File: src/rtl/rv32i_datapath_units_pkg.sv
// Shared types for the rv32i datapath units.
// Contents:
//   alu_control_t      4-bit ALU operation select driven by the core FSM
//   alu_control_name() readable operation name for debug displays
package alu_types;

    typedef enum logic [3:0] {
        ALU_INVALID = 4'b0000,
        ALU_AND     = 4'b0001,
        ALU_OR      = 4'b0010,
        ALU_XOR     = 4'b0011,
        ALU_SLL     = 4'b0101,
        ALU_SRL     = 4'b0110,
        ALU_SRA     = 4'b0111,
        ALU_ADD     = 4'b1000,
        ALU_SUB     = 4'b1100,
        ALU_SLT     = 4'b1101,
        ALU_SLTU    = 4'b1111
    } alu_control_t;

    function automatic string alu_control_name(alu_control_t control);
        case (control)
            ALU_INVALID: return "INVALID";
            ALU_AND:     return "AND";
            ALU_OR:      return "OR";
            ALU_XOR:     return "XOR";
            ALU_SLL:     return "SLL";
            ALU_SRL:     return "SRL";
            ALU_SRA:     return "SRA";
            ALU_ADD:     return "ADD";
            ALU_SUB:     return "SUB";
            ALU_SLT:     return "SLT";
            ALU_SLTU:    return "SLTU";
            default:     return "UNDEFINED";
        endcase
    endfunction

endpackage

File: src/rtl/rv32i_datapath_units_if.sv
// Bundle between the core FSM (master) and the datapath units (slave).
// Signals:
//   pc_ena, pc_next -> pc, pc_old                     PC register pair
//   rf_wr_*, rf_rd_addr0/1 -> rf_rd_data0/1            register file
//   alu_a, alu_b, alu_control -> alu_result and flags  ALU
interface rv32i_datapath_units_if;
    import alu_types::*;

    logic         pc_ena;
    logic [31:0]  pc_next;
    logic [31:0]  pc;
    logic [31:0]  pc_old;

    logic         rf_wr_ena;
    logic [4:0]   rf_wr_addr;
    logic [31:0]  rf_wr_data;
    logic [4:0]   rf_rd_addr0;
    logic [4:0]   rf_rd_addr1;
    logic [31:0]  rf_rd_data0;
    logic [31:0]  rf_rd_data1;

    logic [31:0]  alu_a;
    logic [31:0]  alu_b;
    alu_control_t alu_control;
    logic [31:0]  alu_result;
    logic         alu_overflow;
    logic         alu_zero;
    logic         alu_equal;

    modport master (
        output pc_ena, pc_next,
        input  pc, pc_old,
        output rf_wr_ena, rf_wr_addr, rf_wr_data, rf_rd_addr0, rf_rd_addr1,
        input  rf_rd_data0, rf_rd_data1,
        output alu_a, alu_b, alu_control,
        input  alu_result, alu_overflow, alu_zero, alu_equal
    );

    modport slave (
        input  pc_ena, pc_next,
        output pc, pc_old,
        input  rf_wr_ena, rf_wr_addr, rf_wr_data, rf_rd_addr0, rf_rd_addr1,
        output rf_rd_data0, rf_rd_data1,
        input  alu_a, alu_b, alu_control,
        output alu_result, alu_overflow, alu_zero, alu_equal
    );

endinterface

File: src/rtl/rv32i_datapath_units_alu.sv
// Combinational rv32i ALU.
// Ports:
//   a, b      operands (shifts use b[4:0] only)
//   control   alu_control_t operation select; unlisted codes give 0
//   result    operation result
//   overflow  signed overflow, ADD/SUB only
//   zero      result == 0
//   equal     a == b, independent of control
module alu_behavioural
    import alu_types::*;
(
    input  logic [31:0]  a,
    input  logic [31:0]  b,
    input  alu_control_t control,
    output logic [31:0]  result,
    output logic         overflow,
    output logic         zero,
    output logic         equal
);

    logic [31:0] sum;
    logic [31:0] diff;
    logic [4:0]  shamt;

    assign sum   = a + b;
    assign diff  = a - b;
    assign shamt = b[4:0];

    // NOTE: both outputs get a default before the case so no path leaves
    // them unassigned, which would otherwise infer latches.
    always_comb begin
        result   = '0;
        overflow = 1'b0;
        case (control)
            ALU_AND:  result = a & b;
            ALU_OR:   result = a | b;
            ALU_XOR:  result = a ^ b;
            ALU_SLL:  result = a << shamt;
            ALU_SRL:  result = a >> shamt;
            ALU_SRA:  result = $signed(a) >>> shamt;
            ALU_ADD: begin
                result   = sum;
                overflow = (a[31] == b[31]) && (sum[31] != a[31]);
            end
            ALU_SUB: begin
                result   = diff;
                overflow = (a[31] != b[31]) && (diff[31] != a[31]);
            end
            ALU_SLT:  result = {31'd0, $signed(a) < $signed(b)};
            ALU_SLTU: result = {31'd0, a < b};
            default:  result = '0;
        endcase
    end

    assign zero  = (result == 32'd0);
    assign equal = (a == b);

endmodule

File: src/rtl/rv32i_datapath_units_register.sv
// Generic N-bit register with load enable and synchronous active-high reset.
// Ports:
//   clk, rst  clock and reset (reset wins over ena)
//   ena       load enable
//   d, q      data in / registered data out
module register #(
    parameter int            N     = 32,
    parameter logic [N-1:0]  RESET = '0
) (
    input  logic         clk,
    input  logic         rst,
    input  logic         ena,
    input  logic [N-1:0] d,
    output logic [N-1:0] q
);

    // NOTE: state is updated with <= so every register samples pre-edge values;
    // this is what lets pc_old capture the pc being replaced on the same edge.
    always_ff @(posedge clk) begin
        if (rst) begin
            q <= RESET;
        end else if (ena) begin
            q <= d;
        end
    end

endmodule

File: src/rtl/rv32i_datapath_units_register_file.sv
// 32 x 32-bit register file: one synchronous write port, two combinational
// read ports. x0 is hard-wired to zero.
// Ports:
//   clk, rst              clock and synchronous reset (clears every register)
//   wr_ena, wr_addr, wr_data  write port, takes effect on posedge
//   rd_addr0/1 -> rd_data0/1  read ports, 0-cycle latency, pre-edge contents
module register_file (
    input  logic        clk,
    input  logic        rst,
    input  logic        wr_ena,
    input  logic [4:0]  wr_addr,
    input  logic [31:0] wr_data,
    input  logic [4:0]  rd_addr0,
    input  logic [4:0]  rd_addr1,
    output logic [31:0] rd_data0,
    output logic [31:0] rd_data1
);

    logic [31:0] regs [32];

    // NOTE: resetting every entry makes this a flop array rather than an
    // inferable RAM; that is intended, since the core relies on a clean
    // register file after reset.
    always_ff @(posedge clk) begin
        if (rst) begin
            for (int i = 0; i < 32; i++) begin
                regs[i] <= '0;
            end
        end else if (wr_ena && (wr_addr != 5'd0)) begin
            regs[wr_addr] <= wr_data;
        end
    end

    // No write-through bypass: a read of the register being written returns
    // the old contents until the edge.
    assign rd_data0 = (rd_addr0 == 5'd0) ? 32'd0 : regs[rd_addr0];
    assign rd_data1 = (rd_addr1 == 5'd0) ? 32'd0 : regs[rd_addr1];

endmodule

File: src/rtl/rv32i_datapath_units.sv
// Execution resources of the rv32i multicycle core: PC/PC_old pair,
// 32x32 register file and combinational ALU. Wiring only; all control
// comes from the core FSM through the interface.
// Ports:
//   clk, rst  clock, synchronous active-high reset
//   bus       rv32i_datapath_units_if.slave (PC, register file, ALU signals)
module rv32i_datapath_units #(
    parameter logic [31:0] PC_START_ADDRESS = 32'h0
) (
    input  logic                  clk,
    input  logic                  rst,
    rv32i_datapath_units_if.slave bus
);

    register #(.N(32), .RESET(PC_START_ADDRESS)) u_pc (
        .clk (clk),
        .rst (rst),
        .ena (bus.pc_ena),
        .d   (bus.pc_next),
        .q   (bus.pc)
    );

    register #(.N(32), .RESET(32'h0)) u_pc_old (
        .clk (clk),
        .rst (rst),
        .ena (bus.pc_ena),
        .d   (bus.pc),
        .q   (bus.pc_old)
    );

    register_file u_register_file (
        .clk      (clk),
        .rst      (rst),
        .wr_ena   (bus.rf_wr_ena),
        .wr_addr  (bus.rf_wr_addr),
        .wr_data  (bus.rf_wr_data),
        .rd_addr0 (bus.rf_rd_addr0),
        .rd_addr1 (bus.rf_rd_addr1),
        .rd_data0 (bus.rf_rd_data0),
        .rd_data1 (bus.rf_rd_data1)
    );

    alu_behavioural u_alu (
        .a        (bus.alu_a),
        .b        (bus.alu_b),
        .control  (bus.alu_control),
        .result   (bus.alu_result),
        .overflow (bus.alu_overflow),
        .zero     (bus.alu_zero),
        .equal    (bus.alu_equal)
    );

endmodule

File: src/flat_wrapper.sv
// flat-port wrapper written by rule: the top's interface ports become plain ports
module rv32i_datapath_units_flat 
#(
    parameter logic [31:0] PC_START_ADDRESS = 32'h0
)
  (clk, rst, bus_pc_ena, bus_pc_next, bus_pc, bus_pc_old, bus_rf_wr_ena, bus_rf_wr_addr, bus_rf_wr_data, bus_rf_rd_addr0, bus_rf_rd_addr1, bus_rf_rd_data0, bus_rf_rd_data1, bus_alu_a, bus_alu_b, bus_alu_control, bus_alu_result, bus_alu_overflow, bus_alu_zero, bus_alu_equal);
  rv32i_datapath_units_if bus_i ();
  input  logic clk;
  input  logic rst;
  input wire logic [$bits(bus_i.pc_ena)-1:0] bus_pc_ena;
  input wire logic [$bits(bus_i.pc_next)-1:0] bus_pc_next;
  output wire logic [$bits(bus_i.pc)-1:0] bus_pc;
  output wire logic [$bits(bus_i.pc_old)-1:0] bus_pc_old;
  input wire logic [$bits(bus_i.rf_wr_ena)-1:0] bus_rf_wr_ena;
  input wire logic [$bits(bus_i.rf_wr_addr)-1:0] bus_rf_wr_addr;
  input wire logic [$bits(bus_i.rf_wr_data)-1:0] bus_rf_wr_data;
  input wire logic [$bits(bus_i.rf_rd_addr0)-1:0] bus_rf_rd_addr0;
  input wire logic [$bits(bus_i.rf_rd_addr1)-1:0] bus_rf_rd_addr1;
  output wire logic [$bits(bus_i.rf_rd_data0)-1:0] bus_rf_rd_data0;
  output wire logic [$bits(bus_i.rf_rd_data1)-1:0] bus_rf_rd_data1;
  input wire logic [$bits(bus_i.alu_a)-1:0] bus_alu_a;
  input wire logic [$bits(bus_i.alu_b)-1:0] bus_alu_b;
  input wire logic [$bits(bus_i.alu_control)-1:0] bus_alu_control;
  output wire logic [$bits(bus_i.alu_result)-1:0] bus_alu_result;
  output wire logic [$bits(bus_i.alu_overflow)-1:0] bus_alu_overflow;
  output wire logic [$bits(bus_i.alu_zero)-1:0] bus_alu_zero;
  output wire logic [$bits(bus_i.alu_equal)-1:0] bus_alu_equal;
  assign bus_i.pc_ena = bus_pc_ena;
  assign bus_i.pc_next = bus_pc_next;
  assign bus_pc = bus_i.pc;
  assign bus_pc_old = bus_i.pc_old;
  assign bus_i.rf_wr_ena = bus_rf_wr_ena;
  assign bus_i.rf_wr_addr = bus_rf_wr_addr;
  assign bus_i.rf_wr_data = bus_rf_wr_data;
  assign bus_i.rf_rd_addr0 = bus_rf_rd_addr0;
  assign bus_i.rf_rd_addr1 = bus_rf_rd_addr1;
  assign bus_rf_rd_data0 = bus_i.rf_rd_data0;
  assign bus_rf_rd_data1 = bus_i.rf_rd_data1;
  assign bus_i.alu_a = bus_alu_a;
  assign bus_i.alu_b = bus_alu_b;
  assign bus_i.alu_control = bus_alu_control;
  assign bus_alu_result = bus_i.alu_result;
  assign bus_alu_overflow = bus_i.alu_overflow;
  assign bus_alu_zero = bus_i.alu_zero;
  assign bus_alu_equal = bus_i.alu_equal;
  rv32i_datapath_units #(.PC_START_ADDRESS(PC_START_ADDRESS)) u_core (.clk(clk), .rst(rst), .bus(bus_i));
endmodule
File: config.mk
export PLATFORM = sky130hd
export DESIGN_NAME = rv32i_datapath_units_flat
export DESIGN_NICKNAME = d
export VERILOG_FILES = /design/src/rtl/rv32i_datapath_units_pkg.sv /design/src/rtl/rv32i_datapath_units_if.sv /design/src/rtl/rv32i_datapath_units_alu.sv /design/src/rtl/rv32i_datapath_units_register.sv /design/src/rtl/rv32i_datapath_units_register_file.sv /design/src/rtl/rv32i_datapath_units.sv /design/src/flat_wrapper.sv
export SDC_FILE = /design/constraint.sdc
export NUM_CORES = 2
export LEC_CHECK = 0
export BUFFER_PORTS_ARGS = -buffer_cell sky130_fd_sc_hd__buf_2
export CAP_MARGIN = 20
export CELL_PAD_IN_SITES_DETAIL_PLACEMENT = 0
export CELL_PAD_IN_SITES_GLOBAL_PLACEMENT = 1
export CORE_MARGIN = 10
export CORE_UTILIZATION = 53
export DETAILED_ROUTE_END_ITERATION = 8
export PLACE_DENSITY = 0.79
export SLEW_MARGIN = 0
export SYNTH_ARGS = -nofsm -noshare
export SYNTH_HDL_FRONTEND = slang
export SYNTH_SLANG_ARGS = --single-unit
File: constraint.sdc
create_clock -name clk -period 5.2 [get_ports clk]
set_clock_uncertainty 0.15 [all_clocks]
set_input_delay 0.26 -clock clk [delete_from_list [all_inputs] [get_ports clk]]
set_output_delay 0.26 -clock clk [all_outputs]
set_load 0.1 [all_outputs]
==> flow_summary_export.csv <==
group,metric,value,unit
status,status,"completed",
timing,slew_headroom,20.6,%
yosys,synth_common_cells,"edfxtp_1 (1024), and2_1 (997), mux4_2 (675), clkbuf_1 (355), nor2_1 (277)",
yosys,ys_warn_count,0,
yosys,syn_inst,4776,
timing,slew_viol_final,0,
die,die_h,372,µm
power_and_ir_drop,swShare,30.0,%
yosys,ys_types,87,
min_path,min_delay_path_depth,2,
global_route,grt_pass1_vias,46000,
yosys,synth.most_common_cell,"edfxtp_1",
final_layout,fin_cells,6782,
power_and_ir_drop,p_sw,7.21,mW
yosys,ys_async_sr_fraction,0,%
setup_path,worstPathRequired,4790,ps
drt,ant_nets,0,
setup_path,rr_worst_depth,2,
placed_design,pre_cts_ws,98.1,ps
yosys,yosysTopAreaCell,"edfxtp_1",
placed_design,dp_hpwl,151,mm
clock_network,clock_latency,730,ps
yosys,ys.flop_type,"edfxtp_1",
die,coreArea,0.123,mm²
flow_run,maxCapViolations,0,
power_and_ir_drop,internal_power,16.8,mW
final_layout,fillers,9509,
timing,period_share,97.0,%
yosys,synth_enable_flop_cells,1024,
drt,drcViolationCount,0,
global_route,grt_first_pass_wirelength,331,mm
drt,wl_per_cell,34.4,µm
global_route,grt.total_usage,33.2,%
min_path,min_from,"bus_rf_wr_data[17]",
die,boundaryPins,314,
global_route,overflow,0,
clock_network,cts_sinks,1088,
final_layout,drive_above_1_share,29.0,%
timing,setup_viol,0,
placed_design,gp_congestion,1.03,
timing,hold_viol,0,
setup_path,cp_max_fo,6,
power_and_ir_drop,powerDensity,322,mW/mm²
min_path,hold_end,"u_core.u_register_file.regs[24][17]",
yosys,synth_area,0.0658,mm²
timing,fin_ws,155,ps
clock_network,cts_tree,"done",
drt,drt_wl_total,233,mm
timing,timing.fmax,0.198,GHz
clock_network,clockBufferDepth,3,
drt,drtIter0Drc,7240,
placed_design,io_buffers,313,
power_and_ir_drop,vdd_ir_drop_max,0.335,mV
power_and_ir_drop,power.leakage,27.4,nW
timing,period_minus_slack,5050,ps
die,die_w,372,µm
clock_network,htree_num_levels,3,
setup_path,cp-start-kind,"input port",
yosys,synth_sequential_area_ratio,48.7,%
drt,vias,46300,
global_route,grt_max_degree,89,
yosys,syn_avg_cell_area,13.8,µm²
yosys,synth.area.top_cells,"edfxtp_1 (47%), mux4_2 (23%), and2_1 (9.5%)",
power_and_ir_drop,power_frac_seq,42.8,%
timing,worst_slew_pin_slew,1180,ps
final_layout,syn_to_final_growth,13.5,%
die,num_rows,129,
setup_path,critPathLaunch,"bus_alu_a[0]",
drt,firstDrtPassIters,7,
power_and_ir_drop,clockPowerShare,36.1,%
setup_path,crit_path_end_kind,"primary output",
setup_path,worstReg2RegEnd,"u_core.u_pc.q[30]",
timing,rsz0062_at_grt,"false",
die,start_util,53.3,%
placed_design,place_inst,6497,
setup_path,cp.arrival,4640,ps
global_route,antenna_found_initial,20,
min_path,worstHoldPathType,"input port to register",
die,dieArea,0.139,mm²
clock_network,cts-root-buf,"clkbuf_16",
drt,drt-vias-per-instance,6.83,
clock_network,clk_pin_slew,60,ps
yosys,synth_top_area_share,46.7,%
power_and_ir_drop,combPwrFrac,21.0,%
setup_path,path_class,"input port to primary output",
final_layout,final_nets,5295,
clock_network,cts_buffers,114,
power_and_ir_drop,total_power,24.0,mW
setup_path,reg2reg_slack,4360,ps
setup_path,reg2reg_from,"u_core.u_pc.q[30]",
yosys,ys_seq_elements,1088,
-- power groups by stage --
stage	clock (mW)	sequential, mW	combinational, mW
2_1_floorplan	0	10.5	3.26
3_3_place_gp	0	10.4	4.92
3_5_place_dp	0	10.5	4.93
4_1_cts	8.76	10.3	4.99
5_1_grt	9.10	10.3	5.21
6_report	8.69	10.3	5.06
-- placed cells by master (no fill, tap or decap), types with 99 or more instances in the layout --
cell type,Yosys,final
clkbuf_16,0,114
edfxtp_1,1024,1024
nand2_1,124,124
buf_4,7,199
and2_1,997,997
inv_1,103,102
mux2i_1,217,217
nor2_1,277,244
buf_2,20,287
ha_1,103,99
mux4_2,675,675
-- final cells by class --
class | count | area, µm² | area share (%)
antenna | 8 | 20.0 | 0.0268
sequential | 1088 | 32000 | 42.9
timing repair buffer | 584 | 4220 | 5.65
inverter | 107 | 419 | 0.561
clock buffer | 126 | 2900 | 3.88
clock inverter | 88 | 1070 | 1.43
tap | 1637 | 2050 | 2.74
multi-input combinational | 3144 | 32000 | 42.8
-- critical path, stage by stage --
cell	delay, ps
buf_2	150
ha_1	230
inv_1	70
fa_1	380
mux2i_1	190
o22ai_1	120
a32oi_1	210
nand2_1	90
a311o_1	350
or4_1	400
or4_1	660
nor4_1	300
o2111ai_1	160
or4_1	580
nor4_2	260
buf_12	220
-- repair_timing --
item	CTS	global route
hold endpoints to repair	831	0
gates resized for setup	0	1
endpoints found under the setup margin	0	1
hold buffers	63	0
setup buffers	0	0
-- how the worst max path moves through the flow --
stage | depth (start not counted) | to | slack, ps
floorplan | 16 | bus_alu_zero | -1010
global placement | 16 | bus_alu_zero | 130
detailed placement | 15 | bus_alu_zero | 100
CTS | 15 | bus_alu_zero | 90
global route | 16 | bus_alu_zero | 10
finish | 16 | bus_alu_zero | 150
-- routing by layer --
| layer | wire [µm] | track usage, % | up-vias | share of wire [%] |
|---|---|---|---|---|
| li1 | - | - | 18900 | - |
| met1 | 86900 | 45.4 | 23600 | 37 |
| met2 | 108000 | 51.0 | 3251 | 46 |
| met3 | 28400 | 8.12 | 566 | 12 |
| met4 | 10100 | 13.4 | 8 | 4.3 |
| met5 | 59 | 0 | - | 0.025 |
-- cell families (layout without fill, tap and decap cells) --
| group | Yosys count | in the layout | synth area share [%] |
|---|---|---|---|
| adder cells (fa/ha/maj) | 105 | 105 | 2.02 |
| AO/OA/AOI/OAI | 468 | 468 | 4.87 |
| AND/OR/NAND/NOR | 1598 | 1598 | 13.7 |
| other | 1 | 40 | 0.00570 |
| buffers and inverters | 575 | 905 | 3.45 |
| multiplexers | 915 | 915 | 27.0 |
| XOR/XNOR | 26 | 26 | 0.346 |
| flip-flops | 1088 | 1088 | 48.7 |
-- sequential cells by signal (all words and copies together), names as in the netlist --
name                         flops
u_core.u_pc_old.q               32
u_core.u_pc.q                   32
u_core.u_register_file.regs   1024
-- through the flow --
stage / util [%] / cell area (µm²) / setup TNS, ps / hold WS (ps)
after floorplan: - / 66200 / -1010 / 257
after global placement: 56.7 / 70100 / 0 / 319
after CTS: 60.5 / 74700 / 0 / 1.58
after detailed placement: 56.8 / 70100 / 0 / 328
after global routing: 60.5 / 74700 / 0 / 40.6
final: 60.5 / 74700 / 0 / 50.1
Note: power is estimated with default switching activity, not from simulation.
